===== src/rtl/apb_gpio_completer_if.sv =====
// APB bus bundle between the existing APB master and the GPIO completer.
// Valid/ready: a transfer completes on the rising edge where PSEL, PENABLE and PREADY are all high.
interface apb_gpio_completer_if #(
  parameter int WIDTH = 32
);
  logic               PSEL;
  logic               PENABLE;
  logic               PWRITE;
  logic [7:0]         PADDR;
  logic [WIDTH-1:0]   PWDATA;
  logic [WIDTH/8-1:0] PSTRB;
  logic [WIDTH-1:0]   PRDATA;
  logic               PREADY;
  logic               PSLVERR;

  modport master (
    output PSEL, PENABLE, PWRITE, PADDR, PWDATA, PSTRB,
    input  PRDATA, PREADY, PSLVERR
  );

  modport slave (
    input  PSEL, PENABLE, PWRITE, PADDR, PWDATA, PSTRB,
    output PRDATA, PREADY, PSLVERR
  );
endinterface


===== src/rtl/apb_gpio_completer.sv =====
// APB completer owning the GPIO register file: pad drive, input synchronizer,
// rising-edge interrupt capture and programmable access wait states.
module apb_gpio_completer #(
  parameter int WIDTH = 32
) (
  input  logic                 PCLK,
  input  logic                 PRESET,
  apb_gpio_completer_if.slave  bus,
  input  logic [WIDTH-1:0]     i_port,
  output logic [WIDTH-1:0]     o_port,
  output logic [WIDTH-1:0]     o_oe,
  output logic                 irq,
  output logic                 o_dbg_state
);

  localparam logic [7:0] A_MODE     = 8'd0;
  localparam logic [7:0] A_DIR      = 8'd1;
  localparam logic [7:0] A_OUT      = 8'd2;
  localparam logic [7:0] A_IN       = 8'd3;
  localparam logic [7:0] A_IRQ_EN   = 8'd4;
  localparam logic [7:0] A_IRQ_STAT = 8'd5;
  localparam logic [7:0] A_WAIT     = 8'd6;

  typedef enum logic {
    ST_IDLE   = 1'b0,
    ST_ACCESS = 1'b1
  } state_t;

  state_t             r_state;
  state_t             w_state_nxt;
  logic               w_latch;
  logic               w_cnt_inc;

  logic [3:0]         r_cnt;
  logic [3:0]         r_wait_q;
  logic [7:0]         r_addr;
  logic               r_write;
  logic [WIDTH/8-1:0] r_strb;
  logic [WIDTH-1:0]   r_wdata;

  logic [WIDTH-1:0]   r_mode;
  logic [WIDTH-1:0]   r_dir;
  logic [WIDTH-1:0]   r_out;
  logic [WIDTH-1:0]   r_irq_en;
  logic [WIDTH-1:0]   r_irq_stat;
  logic [3:0]         r_wait;

  logic [WIDTH-1:0]   r_sync1;
  logic [WIDTH-1:0]   r_sync2;
  logic [WIDTH-1:0]   r_edge_q;
  logic               r_irq;

  logic               w_pready;
  logic               w_err;
  logic               w_wr;
  logic [WIDTH-1:0]   w_mask;
  logic [WIDTH-1:0]   w_rise;
  logic [WIDTH-1:0]   w_clr;
  logic [WIDTH-1:0]   w_rdata;

  // PRESET gates PREADY so a transfer caught by reset never reports completion.
  assign w_pready = (r_state == ST_ACCESS) & bus.PSEL & bus.PENABLE &
                    (r_cnt == r_wait_q) & ~PRESET;
  assign w_err    = (r_addr > A_WAIT) | (r_write & (r_addr == A_IN));
  assign w_wr     = w_pready & r_write & ~w_err;
  assign w_rise   = r_sync2 & ~r_edge_q;
  assign w_clr    = (w_wr && r_addr == A_IRQ_STAT) ? (r_wdata & w_mask) : '0;

  always_comb begin
    w_mask = '0;
    for (int b = 0; b < WIDTH/8; b++) begin
      w_mask[b*8 +: 8] = {8{r_strb[b]}};
    end
  end

  always_comb begin
    w_state_nxt = r_state;
    w_latch     = 1'b0;
    w_cnt_inc   = 1'b0;
    case (r_state)
      ST_IDLE: begin
        if (bus.PSEL && !bus.PENABLE) begin
          w_state_nxt = ST_ACCESS;
          w_latch     = 1'b1;
        end
      end
      ST_ACCESS: begin
        if (!bus.PSEL || w_pready) begin
          w_state_nxt = ST_IDLE;
        end else if (r_cnt < r_wait_q) begin
          w_cnt_inc = 1'b1;
        end
      end
      default: w_state_nxt = ST_IDLE;
    endcase
  end

  always_ff @(posedge PCLK) begin
    if (PRESET) begin
      r_state  <= ST_IDLE;
      r_cnt    <= '0;
      r_wait_q <= '0;
      r_addr   <= '0;
      r_write  <= 1'b0;
      r_strb   <= '0;
      r_wdata  <= '0;
    end else begin
      r_state <= w_state_nxt;
      if (w_latch) begin
        r_addr   <= bus.PADDR;
        r_write  <= bus.PWRITE;
        r_strb   <= bus.PSTRB;
        r_wdata  <= bus.PWDATA;
        r_wait_q <= r_wait;
        r_cnt    <= '0;
      end else if (w_cnt_inc) begin
        r_cnt <= r_cnt + 4'd1;
      end
    end
  end

  always_ff @(posedge PCLK) begin
    if (PRESET) begin
      r_mode     <= '0;
      r_dir      <= '0;
      r_out      <= '0;
      r_irq_en   <= '0;
      r_irq_stat <= '0;
      r_wait     <= '0;
      r_sync1    <= '0;
      r_sync2    <= '0;
      r_edge_q   <= '0;
      r_irq      <= 1'b0;
    end else begin
      r_sync1  <= i_port;
      r_sync2  <= r_sync1;
      r_edge_q <= r_sync2;
      if (w_wr && r_addr == A_MODE)   r_mode   <= (r_mode   & ~w_mask) | (r_wdata & w_mask);
      if (w_wr && r_addr == A_DIR)    r_dir    <= (r_dir    & ~w_mask) | (r_wdata & w_mask);
      if (w_wr && r_addr == A_OUT)    r_out    <= (r_out    & ~w_mask) | (r_wdata & w_mask);
      if (w_wr && r_addr == A_IRQ_EN) r_irq_en <= (r_irq_en & ~w_mask) | (r_wdata & w_mask);
      if (w_wr && r_addr == A_WAIT)   r_wait   <= (r_wait & ~w_mask[3:0]) | (r_wdata[3:0] & w_mask[3:0]);
      // OR-ing the new edges after the clear makes a simultaneous edge win.
      r_irq_stat <= (r_irq_stat & ~w_clr) | w_rise;
      r_irq      <= |(r_irq_stat & r_irq_en);
    end
  end

  always_comb begin
    w_rdata = '0;
    case (r_addr)
      A_MODE:     w_rdata = r_mode;
      A_DIR:      w_rdata = r_dir;
      A_OUT:      w_rdata = r_out;
      A_IN:       w_rdata = r_sync2;
      A_IRQ_EN:   w_rdata = r_irq_en;
      A_IRQ_STAT: w_rdata = r_irq_stat;
      A_WAIT:     w_rdata = {{(WIDTH-4){1'b0}}, r_wait};
      default:    w_rdata = '0;
    endcase
  end

  assign bus.PRDATA  = (r_state == ST_ACCESS && !r_write && !w_err) ? w_rdata : '0;
  assign bus.PREADY  = w_pready;
  assign bus.PSLVERR = w_pready & w_err;

  assign o_port      = r_out & ~r_mode;
  assign o_oe        = r_dir & ~(r_mode & r_out);
  assign irq         = r_irq;
  assign o_dbg_state = (r_state == ST_ACCESS);

endmodule

===== src/flat_wrapper.sv =====
// flat-port wrapper written by rule: the top's interface ports become plain ports
module apb_gpio_completer_flat 
#(
  parameter int WIDTH = 32
)
  (PCLK, PRESET, i_port, o_port, o_oe, irq, o_dbg_state, bus_PSEL, bus_PENABLE, bus_PWRITE, bus_PADDR, bus_PWDATA, bus_PSTRB, bus_PRDATA, bus_PREADY, bus_PSLVERR);
  apb_gpio_completer_if #(.WIDTH(WIDTH)) bus_i ();
  input  logic PCLK;
  input  logic PRESET;
  input  logic [WIDTH-1:0] i_port;
  output logic [WIDTH-1:0] o_port;
  output logic [WIDTH-1:0] o_oe;
  output logic irq;
  output logic o_dbg_state;
  input wire logic [$bits(bus_i.PSEL)-1:0] bus_PSEL;
  input wire logic [$bits(bus_i.PENABLE)-1:0] bus_PENABLE;
  input wire logic [$bits(bus_i.PWRITE)-1:0] bus_PWRITE;
  input wire logic [$bits(bus_i.PADDR)-1:0] bus_PADDR;
  input wire logic [$bits(bus_i.PWDATA)-1:0] bus_PWDATA;
  input wire logic [$bits(bus_i.PSTRB)-1:0] bus_PSTRB;
  output wire logic [$bits(bus_i.PRDATA)-1:0] bus_PRDATA;
  output wire logic [$bits(bus_i.PREADY)-1:0] bus_PREADY;
  output wire logic [$bits(bus_i.PSLVERR)-1:0] bus_PSLVERR;
  assign bus_i.PSEL = bus_PSEL;
  assign bus_i.PENABLE = bus_PENABLE;
  assign bus_i.PWRITE = bus_PWRITE;
  assign bus_i.PADDR = bus_PADDR;
  assign bus_i.PWDATA = bus_PWDATA;
  assign bus_i.PSTRB = bus_PSTRB;
  assign bus_PRDATA = bus_i.PRDATA;
  assign bus_PREADY = bus_i.PREADY;
  assign bus_PSLVERR = bus_i.PSLVERR;
  apb_gpio_completer #(.WIDTH(WIDTH)) u_core (.PCLK(PCLK), .PRESET(PRESET), .bus(bus_i), .i_port(i_port), .o_port(o_port), .o_oe(o_oe), .irq(irq), .o_dbg_state(o_dbg_state));
endmodule

===== config.mk =====
export PLATFORM = sky130hd
export DESIGN_NAME = apb_gpio_completer_flat
export DESIGN_NICKNAME = d
export VERILOG_FILES = /design/src/rtl/apb_gpio_completer_if.sv /design/src/rtl/apb_gpio_completer.sv /design/src/flat_wrapper.sv
export SDC_FILE = /design/constraint.sdc
export NUM_CORES = 1
export LEC_CHECK = 0
export ABC_CLOCK_PERIOD_IN_PS = 3100
export CELL_PAD_IN_SITES_DETAIL_PLACEMENT = 1
export CELL_PAD_IN_SITES_GLOBAL_PLACEMENT = 1
export CORE_MARGIN = 2
export CORE_UTILIZATION = 43
export DETAILED_ROUTE_END_ITERATION = 6
export PLACE_DENSITY = 0.82
export SYNTH_ARGS = -nofsm -noshare
export SYNTH_HDL_FRONTEND = slang
export SYNTH_SLANG_ARGS = --single-unit
export TNS_END_PERCENT = 10

===== constraint.sdc =====
create_clock -name PCLK -period 3.1 [get_ports PCLK]
set_input_delay 0.775 -clock PCLK [delete_from_list [all_inputs] [get_ports PCLK]]
set_output_delay 0.775 -clock PCLK [all_outputs]
set_load 0.1 [all_outputs]

# After elaboration in Yosys (flattened, before gate mapping)
# Cells that the tools add are included.
# totals
reg_bits,315
latch_bits,0
ramBits,0
rom_bits,0
inputBits,81
output_inout_bits,100
n_memories,0
# classes
addsub,1
mul,0
div_mod_pow,0
order_cmp,2
eq_ne,7
n_shift,0
n_mux,10
n_bitwise,37
reduce_logical,17
# op_table
op,n
bitwise AND 32 bit,11
case mux 32 bit (7 select lines),1
inverter 32 bit,5
bitwise OR 32 bit,5
two-way mux 32 bit,2
OR reduction 32 bit,1
equality test 8 x 3 -> 1 bit (second input constant),3
equality test 8 x 2 -> 1 bit (second input constant),2
logical AND 1 bit,9
bitwise AND 1 bit,8
bitwise AND 4 bit,2
equality test 8 x 1 -> 1 bit (second input constant),1
> comparator 8 x 3 -> 1 bit (second input constant),1
logical NOT 8 bit,1
two-way mux 1 bit,6
adder 4 x 1 -> 4 bit (second input constant),1
equality test 4 bit,1
logical NOT 1 bit,4
< comparator 4 bit,1
inverter 4 bit,1
bitwise OR 4 bit,1
inverter 1 bit,3
case mux 1 bit (2 select lines),1
OR reduction 2 bit,1
other kinds (2),2

# Depth between registers and ports, before layout
# logic_depth
depth_word,11
mapped_depth,7
ltp_nobuf,6

# Least setup slack after synthesis
# OpenSTA, ideal clock, no wires.
# synth_path
path_type,register to output
start,reg u_core.r_state (netlist: u_core.o_dbg_state)
end,out bus_PSLVERR
t_arrival_ns,4.515
required_ns,2.325
path_slack_ns,-2.190
stages_incl_launch_ff,5
path_buffers,1
path_cell_list,dfxtp_1 > and2_1 > clkbuf_1 > and2_1 > a21boi_0
# synth_via
elab_chain_len,5
# synth_lines
item,line_no,rtl
"start, declared",apb_gpio_completer.sv:29,state_t r_state;
"start signal, assigned",apb_gpio_completer.sv:108,r_state <= w_state_nxt;
bitwise AND 1 bit (3 in series),apb_gpio_completer.sv:62,assign w_pready = (r_state == ST_ACCESS) & bus.PSEL & bus.PENABLE &
bitwise AND 1 bit,apb_gpio_completer.sv:63,(r_cnt == r_wait_q) & ~PRESET;
net bus_PREADY,flat_wrapper.sv:22,output wire logic [$bits(bus_i.PREADY)-1:0] bus_PREADY;
bitwise AND 1 bit,apb_gpio_completer.sv:165,assign bus.PSLVERR = w_pready & w_err;
"end, declared",flat_wrapper.sv:23,output wire logic [$bits(bus_i.PSLVERR)-1:0] bus_PSLVERR;
# The timed path passes the listed nets, and every way through them passes these cells.

# Final worst setup path
# layout_path
start,reg u_core.r_addr[3]
end,out bus_PRDATA[20]
# layout_via
elab_chain_len,6
word_cells_on_any_way,14
classes_between,order compare (1); eq/ne (6); mux (2); bitwise (2); reduce/logical (3)
# layout_lines
item,line_no,rtl
"start, declared",apb_gpio_completer.sv:36,logic [7:0] r_addr;
"start signal, assigned",apb_gpio_completer.sv:110,r_addr <= bus.PADDR;
branches (longest 5 deep; another with > comparator 8 x 3 -> 1 bit),-,
two-way mux 32 bit (*),apb_gpio_completer.sv:163,assign bus.PRDATA = (r_state == ST_ACCESS && !r_write && !w_err) ? w_rdata : '0;
"end, declared",flat_wrapper.sv:21,output wire logic [$bits(bus_i.PRDATA)-1:0] bus_PRDATA;
# Mark *: on every way between the ends.

==> impl_results.html <==
<table>
<tr><th>Metric</th><th>Value</th></tr>
<tr><th colspan="2">Pwr</th></tr>
<tr><td>Reg power frac</td><td>a little under half</td></tr>
<tr><td>Leakage</td><td>around 0.0073 uW</td></tr>
<tr><td>Total net switching power</td><td>between 2000 and 2500 uW</td></tr>
<tr><td>Power per Cell Area</td><td>512 nW/um^2</td></tr>
<tr><td>Combinational group share of total power</td><td>under 10%</td></tr>
<tr><td>Total power of the final layout</td><td>9360 uW</td></tr>
<tr><td>Peak supply drop</td><td>319 uV</td></tr>
<tr><td>Internal Dissipation</td><td>around 7200 uW</td></tr>
<tr><td>Clock Power Share</td><td>47.2%</td></tr>
<tr><td>Sw Ratio</td><td>about a quarter</td></tr>
<tr><th colspan="2">Synth</th></tr>
<tr><td>Register area share after synthesis</td><td>around 46%</td></tr>
<tr><td>Post-synthesis cell count</td><td>~1.4k</td></tr>
<tr><td>Compound-Gate Fraction of Synth Area</td><td>between 10% and 20%</td></tr>
<tr><td>Most used flip-flop cell after synthesis</td><td>sky130_fd_sc_hd__dfxtp_1</td></tr>
<tr><td>Synth Register Bits</td><td>between 300 and 400</td></tr>
<tr><td>Mean instance size in the synthesized netlist</td><td>9.57 sq um</td></tr>
<tr><td>XOR/XNOR Fraction of Synth Area</td><td>0%</td></tr>
<tr><td>Number of distinct library cell variants in the gate-level netlist after synthesis</td><td>47</td></tr>
<tr><td>Top area cells in the synthesized netlist</td><td>sky130_fd_sc_hd__dfxtp_1 46%, sky130_fd_sc_hd__mux2i_1 14%, sky130_fd_sc_hd__nand2b_1 8.9%, sky130_fd_sc_hd__nor2b_1 7.4%, sky130_fd_sc_hd__nand2_1 3.3%</td></tr>
<tr><td>Yosys top cell by area</td><td>sky130_fd_sc_hd__dfxtp_1</td></tr>
<tr><td>Post-synthesis net count</td><td>1532</td></tr>
<tr><td>Fraction of synthesized cell area taken by the top area cell type</td><td>a little under half</td></tr>
<tr><td>Post-Synth Simple-Gate Area</td><td>25.0%</td></tr>
<tr><td>Fraction of registers with async set/reset</td><td>0%</td></tr>
<tr><td>Synth warn</td><td>0</td></tr>
<tr><td>Fraction of the mapped netlist area in adder cells</td><td>less than 1%</td></tr>
<tr><td>Post-synthesis instance area</td><td>about 14000 sq um</td></tr>
<tr><td>EDFF count, synth</td><td>0</td></tr>
<tr><td>Main combinational cell family by area after synthesis</td><td>simple AND/OR/NAND/NOR gates</td></tr>
<tr><td>Share of cell area taken by muxes after synthesis</td><td>14.7%</td></tr>
<tr><th colspan="2">GRT</th></tr>
<tr><td>Antenna violations before repair</td><td>0</td></tr>
<tr><td>Pin count of the biggest net entering global routing</td><td>between 150 and 200</td></tr>
<tr><td>Global-route track usage on met2</td><td>between 40% and 50%</td></tr>
<tr><td>Total Routing Usage GR</td><td>between 20 and 30%</td></tr>
<tr><td>Layer with the highest usage after global routing</td><td>met2</td></tr>
<tr><td>Met1 usage in global routing</td><td>34.5%</td></tr>
<tr><td>Number of global-route vias before repair</td><td>12.3k</td></tr>
<tr><td>Met3 Usage GRT</td><td>under 10%</td></tr>
<tr><td>First-pass GRT wire length</td><td>roughly 70 mm</td></tr>
<tr><td>Overflow after GRT</td><td>0</td></tr>
<tr><th colspan="2">Timing</th></tr>
<tr><td>Worst Skew</td><td>between 0.015 and 0.02 ns</td></tr>
<tr><td>Final Max Slew Viols</td><td>0</td></tr>
<tr><td>Unrepaired setup endpoints after global routing</td><td>yes</td></tr>
<tr><td>Setup slack of the critical path after layout</td><td>-0.111 ns</td></tr>
<tr><td>Worst slew margin</td><td>about a third</td></tr>
<tr><td>Actual transition at the worst max-transition pin</td><td>approximately 1.0 ns</td></tr>
<tr><td>Final hold violation count</td><td>0</td></tr>
<tr><td>Final period utilization</td><td>104%</td></tr>
<tr><td>Final worst path period need</td><td>3.21 ns</td></tr>
<tr><td>TNS Setup</td><td>-1.53 ns</td></tr>
<tr><td>Final setup viols</td><td>24</td></tr>
<tr><td>Maximum achievable frequency</td><td>between 300 and 400 MHz</td></tr>
<tr><th colspan="2">Final layout</th></tr>
<tr><td>Growth of design area from synthesis to finish</td><td>32.1%</td></tr>
<tr><td>Final Net Count</td><td>between 1.5k and 2k</td></tr>
<tr><td>Layout cell share with drive strength beyond 1</td><td>~17%</td></tr>
<tr><td>ANT cells</td><td>0</td></tr>
<tr><td>Final cell utilization of the core</td><td>57.8%</td></tr>
<tr><th colspan="2">Floorplanning</th></tr>
<tr><td>Die footprint</td><td>33600 sq um</td></tr>
<tr><td>Area inside the core boundary</td><td>between 30000 and 40000 sq um</td></tr>
<tr><td>Initial Util</td><td>between 40% and 50%</td></tr>
<tr><td>Die width</td><td>between 150 and 200 um</td></tr>
<tr><td>Rows</td><td>between 60 and 70</td></tr>
<tr><td>I/O pin cnt</td><td>approximately 180</td></tr>
<tr><td>Chip Height</td><td>183 um</td></tr>
<tr><th colspan="2">Placement</th></tr>
<tr><td>Routability cong.</td><td>roughly 0.84</td></tr>
<tr><td>Number of port buffers</td><td>180</td></tr>
<tr><td>Final HPWL from detailed placement</td><td>30.2 mm</td></tr>
<tr><th colspan="2">Clocking</th></tr>
<tr><td>Clock-pin slew on the worst setup and hold paths</td><td>0.06 ns</td></tr>
<tr><td>Clock root cell</td><td>sky130_fd_sc_hd__clkbuf_16</td></tr>
<tr><td>Clock sink total</td><td>around 320</td></tr>
<tr><td>Total clock buffers created by CTS</td><td>36</td></tr>
<tr><td>Buffers from clock root to sink, at most</td><td>3</td></tr>
<tr><td>H-tree depth reported by CTS</td><td>2</td></tr>
<tr><td>Number of buffers inserted by hold repair at cts</td><td>0</td></tr>
<tr><td>Clock Latency Late Sink</td><td>around 0.51 ns</td></tr>
<tr><td>Clock tree from TritonCTS</td><td>built</td></tr>
<tr><th colspan="2">Detailed routing</th></tr>
<tr><td>Initial DRC Count</td><td>between 700 and 800</td></tr>
<tr><td>Final routed wirelength across all metal layers</td><td>between 40 and 50 mm</td></tr>
<tr><td>Count of nets left with antenna violations after detail routing</td><td>0</td></tr>
<tr><td>Average routed wire per standard cell</td><td>~22 um</td></tr>
<tr><td>Overall via count from detail_route</td><td>around 11k</td></tr>
<tr><td>Via density per instance</td><td>between 5 and 6</td></tr>
<tr><td>Iteration count of the initial detailed-routing pass</td><td>7</td></tr>
<tr><td>DRC violations left</td><td>0</td></tr>
<tr><th colspan="2">Setup path</th></tr>
<tr><td>Type of origin of the critical path</td><td>register</td></tr>
<tr><td>Type of the worst setup path</td><td>register to output port</td></tr>
<tr><td>Delay of the slowest cell on the worst path</td><td>between 0.4 and 0.5 ns</td></tr>
<tr><td>Cell-by-cell listing of the critical path</td><td>or3_4 &gt; nor2_4 &gt; o2111ai_4 &gt; buf_12 &gt; buf_16 &gt; a211oi_4 &gt; buf_12</td></tr>
<tr><td>Top fanout value on the critical path</td><td>4</td></tr>
<tr><td>Most Frequent Cell on Critical Path</td><td>sky130_fd_sc_hd__buf_12</td></tr>
<tr><td>Type of element capturing the critical path</td><td>output port</td></tr>
<tr><td>Critical path arrival</td><td>around 2.4 ns</td></tr>
<tr><td>Required time of the critical path</td><td>2.32 ns</td></tr>
<tr><td>Cell type of the slowest stage on the worst timing path</td><td>sky130_fd_sc_hd__or3_4</td></tr>
<tr><th colspan="2">Run status</th></tr>
<tr><td>Failing checks</td><td>negative setup slack</td></tr>
<tr><td>Outcome</td><td>finished, violations left</td></tr>
<tr><th colspan="2">Min path</th></tr>
<tr><td>Path type of the worst min-delay path</td><td>register to register</td></tr>
<tr><th colspan="2">Flow run</th></tr>
<tr><td>Max-capacitance violation count</td><td>0</td></tr>
</table>
## power by group through the flow
stage,registers [uW],clock network [uW],logic (uW)
after floorplan,4280,0,405
after global placement,4330,0,638
after detailed placement,4330,0,656
after CTS,4240,4450,697
after global routing,4250,4660,743
final,4250,4420,697
## timing repair
item	CTS	global route
cloned	2	0
gates resized for setup	8	3
endpoints found under the setup margin	29	29
pin swaps	3	2
buffers inserted	6	0
## metal layers
metal | wire length (um) | part of all wire [%]
met4 | 1460 | 3.2
met3 | 2150 | 4.7
met1 | 19800 | 43
met2 | 22100 | 49
met5 | 0 | 0
## synthesized netlist by cell type (all sizes together), types with 2 or more instances
| cell | count |
|---|---|
| a22oi | 17 |
| nor2b | 163 |
| nor4 | 7 |
| o21ai | 2 |
| nand3 | 3 |
| clkbuf | 71 |
| or3 | 3 |
| or4 | 2 |
| a311oi | 32 |
| a21oi | 82 |
| a21boi | 33 |
| mux4 | 2 |
| o2bb2ai | 2 |
| or2 | 2 |
| and2 | 2 |
| nor3 | 5 |
| mux2 | 3 |
| dfxtp | 315 |
| nand4 | 9 |
| mux2i | 195 |
| buf | 19 |
| nand2b | 197 |
| nand2 | 128 |
| a211oi | 56 |
| inv | 8 |
| ha | 5 |
| and3 | 7 |
| nor2 | 63 |
## worst max-delay path: cells and delay by family (launching register included)
family                 cells  cell delay [ns]
buffers and inverters      3             0.58
AND/OR/NAND/NOR            2             0.57
AO/OA/AOI/OAI              2             0.43
flip-flops                 1             0.33
## layout make-up
cell class / count / area (sq um)
clock buffers: 52 / 1060
clock inverters: 11 / 160
fillers: 3367 / 13400
inverters: 8 / 30.0
multi-input cells: 1033 / 7590
flip-flops and latches: 315 / 6320
well taps: 402 / 503
repair buffers: 232 / 2610
## path summary, 6_finish.rpt
kind	startpoint	to	slack (ns)	cells past startpoint
max	u_core.r_addr[3]	bus_PRDATA[20]	-0.11	7
max reg2reg	u_core.r_cnt[0]	u_core.r_irq_stat[17]	0.68	8
min	u_core.r_sync1[12]	u_core.r_sync2[12]	0.44	1
min reg2reg	u_core.r_sync1[12]	u_core.r_sync2[12]	0.44	1
## kinds of logic (layout without fill, tap and decap cells)
| family | after synthesis | count (layout) |
|---|---|---|
| AOI/OAI and AO/OA | 233 | 233 |
| adders and majority gates | 5 | 5 |
| buffers and inverters | 98 | 303 |
| DFF | 315 | 315 |
| muxes | 200 | 200 |
| and+or+nand+nor | 595 | 595 |
## cells in the final DEF (no fill, tap or decap), types with 37 or more instances in the layout
cell type                         synthesis  routed
sky130_fd_sc_hd__nand2_1                120     120
sky130_fd_sc_hd__buf_12                   0      49
sky130_fd_sc_hd__mux2i_1                195     195
sky130_fd_sc_hd__clkdlybuf4s50_1          0      79
sky130_fd_sc_hd__clkbuf_16                0      37
sky130_fd_sc_hd__nor2b_1                163     161
sky130_fd_sc_hd__buf_4                    0      98
sky130_fd_sc_hd__nor2_1                  63      61
sky130_fd_sc_hd__nand2b_1               197     197
sky130_fd_sc_hd__a21oi_1                 82      79
sky130_fd_sc_hd__dfxtp_1                315     310
## per-stage QoR
stage / std cells / cell area (sq um) / hold slack, ns / setup WS [ns]
floorplan: 1446 / 14200 / 0.414 / -0.196
global placement: 1982 / 16900 / 0.418 / 0.140
detailed placement: 1982 / 16900 / 0.424 / 0.133
CTS: 2053 / 18300 / 0.437 / -0.120
global route: 2053 / 18300 / 0.456 / -0.166
finish: 2053 / 18300 / 0.435 / -0.111
Power figures use the tool's default switching activity.
